[src/rtl/seq_div_if.sv]
// seq_div_if: handshake and result bundle for the sequential divider.
//   start  - request a divide (master -> slave)
//   A, B   - dividend / divisor, 8 bits (master -> slave)
//   busy   - division in progress (slave -> master)
//   done   - one-cycle pulse, Q/R/dz valid (slave -> master)
//   Q, R   - quotient / remainder, 8 bits (slave -> master)
//   dz     - divide-by-zero flag of the last completed operation (slave -> master)
interface seq_div_if;
  logic       start;
  logic [7:0] A;
  logic [7:0] B;
  logic       busy;
  logic       done;
  logic [7:0] Q;
  logic [7:0] R;
  logic       dz;

  modport master (
    output start, A, B,
    input  busy, done, Q, R, dz
  );

  modport slave (
    input  start, A, B,
    output busy, done, Q, R, dz
  );
endinterface

[src/rtl/seq_div.sv]
// seq_div: 8-bit restoring shift-subtract divider, one quotient bit per cycle.
//   clk   - rising-edge clock
//   rst_n - asynchronous active-low reset
//   bus   - seq_div_if.slave: start/A/B in, busy/done/Q/R/dz out
// A start accepted in IDLE latches A/B; eight RUN cycles later Q/R/dz update and
// done pulses for one cycle. A zero divisor completes on the accepting edge with
// Q=8'hFF, R=A, dz=1.
// Optional feature: define SEQ_DIV_SIGNED_EN for two's complement operands; the
// magnitudes are divided and signs applied afterwards (Q toward zero, R follows A).
module seq_div (
  input logic   clk,
  input logic   rst_n,
  seq_div_if.slave bus
);

  typedef enum logic [0:0] {StIdle, StRun} state_e;

  state_e state_q, state_d;

  logic [2:0] cnt_q, cnt_d;
  // Shifts dividend bits out of the top while quotient bits enter at the bottom.
  logic [7:0] quo_q, quo_d;
  logic [8:0] rem_q, rem_d;
  logic [7:0] dvs_q, dvs_d;

  logic [7:0] q_out_q, q_out_d;
  logic [7:0] r_out_q, r_out_d;
  logic       dz_q, dz_d;
  logic       done_q, done_d;

`ifdef SEQ_DIV_SIGNED_EN
  logic q_neg_q, q_neg_d;
  logic r_neg_q, r_neg_d;

  function automatic logic [7:0] magnitude(input logic [7:0] v);
    // 8'h80 maps to 8'h80, i.e. 128 when read unsigned.
    return v[7] ? (~v + 8'd1) : v;
  endfunction
`endif

  logic       accept;
  logic       div_zero;
  logic       last_iter;
  logic [8:0] rem_shift;
  logic       fits;
  logic [8:0] rem_next;
  logic [7:0] quo_next;
  logic [7:0] q_res;
  logic [7:0] r_res;

  // Control strobes shared by next-state and datapath logic.
  always_comb begin
    accept    = (state_q == StIdle) && bus.start && (bus.B != 8'd0);
    div_zero  = (state_q == StIdle) && bus.start && (bus.B == 8'd0);
    last_iter = (state_q == StRun) && (cnt_q == 3'd7);
  end

  // FSM: state register.
  always_ff @(posedge clk or negedge rst_n) begin
    if (!rst_n) begin
      state_q <= StIdle;
    end else begin
      state_q <= state_d;
    end
  end

  // FSM: next state.
  always_comb begin
    state_d = state_q;
    unique case (state_q)
      StIdle: if (accept) state_d = StRun;
      StRun:  if (last_iter) state_d = StIdle;
      default: state_d = StIdle;
    endcase
  end

  // FSM: outputs.
  always_comb begin
    bus.busy = (state_q == StRun);
    bus.done = done_q;
    bus.Q    = q_out_q;
    bus.R    = r_out_q;
    bus.dz   = dz_q;
  end

  // One restoring iteration.
  always_comb begin
    rem_shift = {rem_q[7:0], quo_q[7]};
    fits      = (rem_shift >= {1'b0, dvs_q});
    rem_next  = fits ? (rem_shift - {1'b0, dvs_q}) : rem_shift;
    quo_next  = {quo_q[6:0], fits};
`ifdef SEQ_DIV_SIGNED_EN
    q_res     = q_neg_q ? (~quo_next + 8'd1) : quo_next;
    r_res     = r_neg_q ? (~rem_next[7:0] + 8'd1) : rem_next[7:0];
`else
    q_res     = quo_next;
    r_res     = rem_next[7:0];
`endif
  end

  // Datapath next state.
  always_comb begin
    cnt_d   = cnt_q;
    quo_d   = quo_q;
    rem_d   = rem_q;
    dvs_d   = dvs_q;
    q_out_d = q_out_q;
    r_out_d = r_out_q;
    dz_d    = dz_q;
    done_d  = 1'b0;
`ifdef SEQ_DIV_SIGNED_EN
    q_neg_d = q_neg_q;
    r_neg_d = r_neg_q;
`endif
    if (accept) begin
      cnt_d = 3'd0;
      rem_d = 9'd0;
`ifdef SEQ_DIV_SIGNED_EN
      quo_d   = magnitude(bus.A);
      dvs_d   = magnitude(bus.B);
      q_neg_d = bus.A[7] ^ bus.B[7];
      r_neg_d = bus.A[7];
`else
      quo_d = bus.A;
      dvs_d = bus.B;
`endif
    end else if (div_zero) begin
      q_out_d = 8'hFF;
      r_out_d = bus.A;
      dz_d    = 1'b1;
      done_d  = 1'b1;
    end else if (state_q == StRun) begin
      quo_d = quo_next;
      rem_d = rem_next;
      cnt_d = cnt_q + 3'd1;
      if (last_iter) begin
        q_out_d = q_res;
        r_out_d = r_res;
        dz_d    = 1'b0;
        done_d  = 1'b1;
        cnt_d   = 3'd0;
      end
    end
  end

  always_ff @(posedge clk or negedge rst_n) begin
    if (!rst_n) begin
      cnt_q   <= 3'd0;
      quo_q   <= 8'd0;
      rem_q   <= 9'd0;
      dvs_q   <= 8'd0;
      q_out_q <= 8'd0;
      r_out_q <= 8'd0;
      dz_q    <= 1'b0;
      done_q  <= 1'b0;
`ifdef SEQ_DIV_SIGNED_EN
      q_neg_q <= 1'b0;
      r_neg_q <= 1'b0;
`endif
    end else begin
      cnt_q   <= cnt_d;
      quo_q   <= quo_d;
      rem_q   <= rem_d;
      dvs_q   <= dvs_d;
      q_out_q <= q_out_d;
      r_out_q <= r_out_d;
      dz_q    <= dz_d;
      done_q  <= done_d;
`ifdef SEQ_DIV_SIGNED_EN
      q_neg_q <= q_neg_d;
      r_neg_q <= r_neg_d;
`endif
    end
  end

endmodule

[src/flat_wrapper.sv]
// flat-port wrapper written by rule: the top's interface ports become plain ports
module seq_div_flat 
  (clk, rst_n, bus_start, bus_A, bus_B, bus_busy, bus_done, bus_Q, bus_R, bus_dz);
  seq_div_if bus_i ();
  input logic clk;
  input logic rst_n;
  input wire logic [$bits(bus_i.start)-1:0] bus_start;
  input wire logic [$bits(bus_i.A)-1:0] bus_A;
  input wire logic [$bits(bus_i.B)-1:0] bus_B;
  output wire logic [$bits(bus_i.busy)-1:0] bus_busy;
  output wire logic [$bits(bus_i.done)-1:0] bus_done;
  output wire logic [$bits(bus_i.Q)-1:0] bus_Q;
  output wire logic [$bits(bus_i.R)-1:0] bus_R;
  output wire logic [$bits(bus_i.dz)-1:0] bus_dz;
  assign bus_i.start = bus_start;
  assign bus_i.A = bus_A;
  assign bus_i.B = bus_B;
  assign bus_busy = bus_i.busy;
  assign bus_done = bus_i.done;
  assign bus_Q = bus_i.Q;
  assign bus_R = bus_i.R;
  assign bus_dz = bus_i.dz;
  seq_div u_core (.clk(clk), .rst_n(rst_n), .bus(bus_i));
endmodule
[config.mk]
export PLATFORM = sky130hd
export DESIGN_NAME = seq_div_flat
export DESIGN_NICKNAME = d
export VERILOG_FILES = /design/src/rtl/seq_div_if.sv /design/src/rtl/seq_div.sv /design/src/flat_wrapper.sv
export SDC_FILE = /design/constraint.sdc
export NUM_CORES = 1
export LEC_CHECK = 0
export CORE_MARGIN = 2
export CORE_UTILIZATION = 27
export DETAILED_ROUTE_END_ITERATION = 10
export GPL_TIMING_DRIVEN = 0
export HOLD_SLACK_MARGIN = 0.02
export SLEW_MARGIN = 10
export SYNTH_ARGS = -nofsm -noshare
export SYNTH_HDL_FRONTEND = slang
export SYNTH_SLANG_ARGS = --single-unit
[constraint.sdc]
create_clock -name clk -period 3.54 [get_ports clk]
set_input_delay 0.354 -clock clk [delete_from_list [all_inputs] [get_ports clk]]
set_output_delay 0.354 -clock clk [all_outputs]
set_load 0.02 [all_outputs]
==> results.txt <==
----------------------------------------------------
[Flow run]
  Max-cap violations ... 0

[GRT]
  Aggregate global routing overflow ... 0
  Wire length of the first global-routing pass ... 10200 um
  Gr usage total ... 13.2%
  Number of antenna violations at the first check in global routing ... 0
  Number of global-route vias before repair ... 2034
  Largest net degree at the start of global routing ... 30

[Logic synthesis]
  Share of synthesized area occupied by flip-flops and latches ... 47.0%
  Number of cells produced by synthesis ... 254
  Yosys top cell by area ... sky130_fd_sc_hd__dfrtp_1
  Top cells by count, synth ... sky130_fd_sc_hd__dfrtp_1, sky130_fd_sc_hd__nand2_1, sky130_fd_sc_hd__nor2_1, sky130_fd_sc_hd__o21ai_0, sky130_fd_sc_hd__inv_1
  Syn Nets ... 284
  Leading cell types by total area after synthesis ... sky130_fd_sc_hd__dfrtp_1, sky130_fd_sc_hd__nand2_1, sky130_fd_sc_hd__ha_1, sky130_fd_sc_hd__o21ai_0, sky130_fd_sc_hd__nor2_1
  Synthesized flop and latch total ... 46
  Most common cell in the netlist ... sky130_fd_sc_hd__dfrtp_1
  Avg Synthesized Cell Area ... 9.65 sq um
  Number of flops mapped to enable cells by yosys ... 0
  Number of warnings printed during yosys synthesis ... 0
  Flip-flop cell with the highest count after synthesis ... sky130_fd_sc_hd__dfrtp_1
  Proportion of register bits with asynchronous set or reset after synthesis ... 100%
  Top cell type's share of synthesized area ... 47.0%
  Post-Syn Area ... 2450 sq um
  Post-synthesis cell type count ... 44

[Die]
  Total die area ... 9850 sq um
  Top-level port count ... 38
  Core ar. ... 8760 sq um
  Die height ... 99.3 um
  Die boundary width ... 99.3 um
  Num rows ... 34
  Starting density of the core ... 28.0%

[Power and ir drop]
  Sequential Power Share ... 29.6%
  Combinational share of power ... 59.5%
  Psw ... 1.40 mW
  Max IR drop VDD ... 0.298 mV
  Total internal power ... 1.82 mW
  Leakage dissipation ... 1.38 nW
  Clock group share of total power ... 10.9%
  Power per cell area ... 1050 nW/um^2
  Sw Share ... 43.5%

[Worst setup path]
  Crit path capture type ... register
  Category of the critical setup timing path ... register to register
  Required time of the worst setup path ... 3800 ps
  FF-to-FF path depth ... 6
  Largest fanout of any net on the critical path ... 7
  Startpoint type of the worst setup path ... register
  Reg-to-reg slack, setup ... 1350 ps
  WP data arrival ... 2440 ps

[Routing]
  Detailed-route DRC error count ... 0
  Final Routed Wirelength ... 6120 um
  Vias per Instance ... 5.05
  Iteration-0 DRC Markers ... 187
  Number of iterations in the first detailed-routing pass ... 5
  Final ANT Viol Nets ... 0
  Routed wirelength normalized by instance count ... 15.0 um
  Total number of vias ... 2064

[STA]
  Post-layout minimum cycle time ... 2190 ps
  Clock skew after layout ... 11.0 ps
  Final number of hold-violating endpoints ... 0
  Transition time at the pin with the least slew margin ... 493 ps
  Sum Neg Setup Slack ... 0 ps
  Relative slew margins ... 67.2%
  Max Freq ... 457 MHz
  Setup repair after global routing missed its margin ... no
  Total of endpoints with negative setup slack in the final report ... 0
  Fin crit share ... 61.8%
  Pins Over Slew Limit ... 0

[Cells and area]
  Layout Area Growth over Synthesis ... 25.5%
  Proportion of layout cells with a drive suffix above 1 ... 9.63%
  Post-Layout Inst Area ... 3070 sq um
  Number of antenna diodes ... 0
  Final nets ... 330
  Final core utilization ... 35.1%

[Clock network]
  Clock tree sinks ... 46
  H-tree depth reported by CTS ... 2
  CTS tree ... yes
  CTS max path bufs ... 2
  TritonCTS Buffers ... 5
  Clock transition at path regs ... 100 ps
  Latest clock arrival within the worst-skew pair ... 320 ps
  Buffer type at the clock tree root ... sky130_fd_sc_hd__clkbuf_8

[Run status]
  Outcome ... finished, final reports clean

[Placed design]
  Port-buffer cells ... 37
  Placed Area ... 2970 sq um
  Placed wire-length estimate after detailed placement ... 4580 um
  Gpl congestion ... 0.785

[Worst hold path]
  Classification of the worst-slack hold path ... register to register
  Number of cells on the worst hold path ... 2

----------------------------------------------------
[final timing paths]
check,startpoint,to
max in group asynchronous,rst_n,u_core.quo_q[1]
min in group asynchronous,rst_n,u_core.dvs_q[6]
hold reg to reg,u_core.bus.dz,u_core.bus.dz
setup / recovery,u_core.rem_q[5],u_core.bus.R[1]
hold / removal,u_core.bus.dz,u_core.bus.dz
setup reg to reg,u_core.rem_q[5],u_core.bus.R[1]
[area by class of cell]
type                            instances  area, sq um
Multi-Input combinational cell        178         1160
Fill cell                             914         5690
Tap cell                              108          135
Clock inverter                          3         25.0
Timing Repair Buffer                   39          395
Clock buffer                            5         68.8
Sequential cell                        46         1150
Buffer                                 13         76.3
Inverter                               17         63.8
[routing by layer]
layer / GRT usage [%] / wire [um] / share of wire (%) / vias up
li1: - / - / - / 996
met5: 0 / 0 / 0 / -
met2: 20.5 / 2910 / 48 / 44
met4: 5.16 / 123 / 2.0 / 0
met3: 2.60 / 257 / 4.2 / 11
met1: 18.1 / 2830 / 46 / 1013
[flip-flops by register name (all words and copies together), names as in the netlist, 3 cells and up]
register,flops
u_core.bus.Q,8
u_core.bus.R,8
u_core.dvs_q,8
u_core.quo_q,8
u_core.rem_q,8
u_core.cnt_q,3
[timing repair]
| item | 4_1_cts | 5_1_grt |
|---|---|---|
| hold endpoints to repair | 17 | 0 |
| hold buffers | 1 | 0 |
| buffers inserted | 0 | 0 |
| resized for setup | 0 | 0 |
[power by group through the flow]
stage	Sequential (mW)	Combinational, mW	Clock [mW]
4_1_cts	0.956	1.92	0.361
2_1_floorplan	1.04	1.27	0
5_1_grt	0.986	2.15	0.383
3_5_place_dp	0.967	1.91	0
6_report	0.955	1.92	0.351
3_3_place_gp	0.963	1.87	0
[worst max-delay path: stages, from the launching register on]
cell                       delay, ps
sky130_fd_sc_hd__dfrtp_1         440
sky130_fd_sc_hd__ha_1            390
sky130_fd_sc_hd__a21oi_2         210
sky130_fd_sc_hd__o221ai_2        120
sky130_fd_sc_hd__a21oi_1         410
sky130_fd_sc_hd__mux2i_1         350
sky130_fd_sc_hd__a31o_2          190
[placed cells by master, fill, tap and decap left out, drive strengths merged, types with 2 or more instances in the layout]
cell           Yosys  layout
mux2i              2       2
o21ai             21      21
nor4               2       2
a22o               5       5
nand4              2       2
a31o               5       5
nand2             37      37
clkbuf             5      10
buf                8      10
a32oi              2       2
ha                10      10
nand3b             2       2
xnor2              2       2
a21oi             18      18
clkdlybuf4s50      0      36
inv               17      18
a222oi             7       7
mux2               4       4
nand2b             4       4
nand3              9       9
o211ai             3       3
nor2b              4       4
dfrtp             46      46
and3               4       4
nor2              21      21
[per-stage QoR]
step	cells	power, mW	hold WS (ps)	setup WS [ps]
after floorplan	254	2.31	58.4	1590
after global placement	399	2.84	464	805
after detailed placement	400	2.88	333	1150
after CTS	409	3.24	495	1360
after global routing	409	3.52	543	1210
final	409	3.22	485	1350
[logic make-up after synthesis]
group	after synthesis	synth area share, %
AOI/OAI and AO/OA	69	19.5
xor gates and xnor gates	3	1.07
adders and majority gates	11	5.92
buffers and inverters	30	5.72
DFF	46	47.0
muxes	6	3.12
and+or+nand+nor	89	17.7
Power figures use the tool's default switching activity.
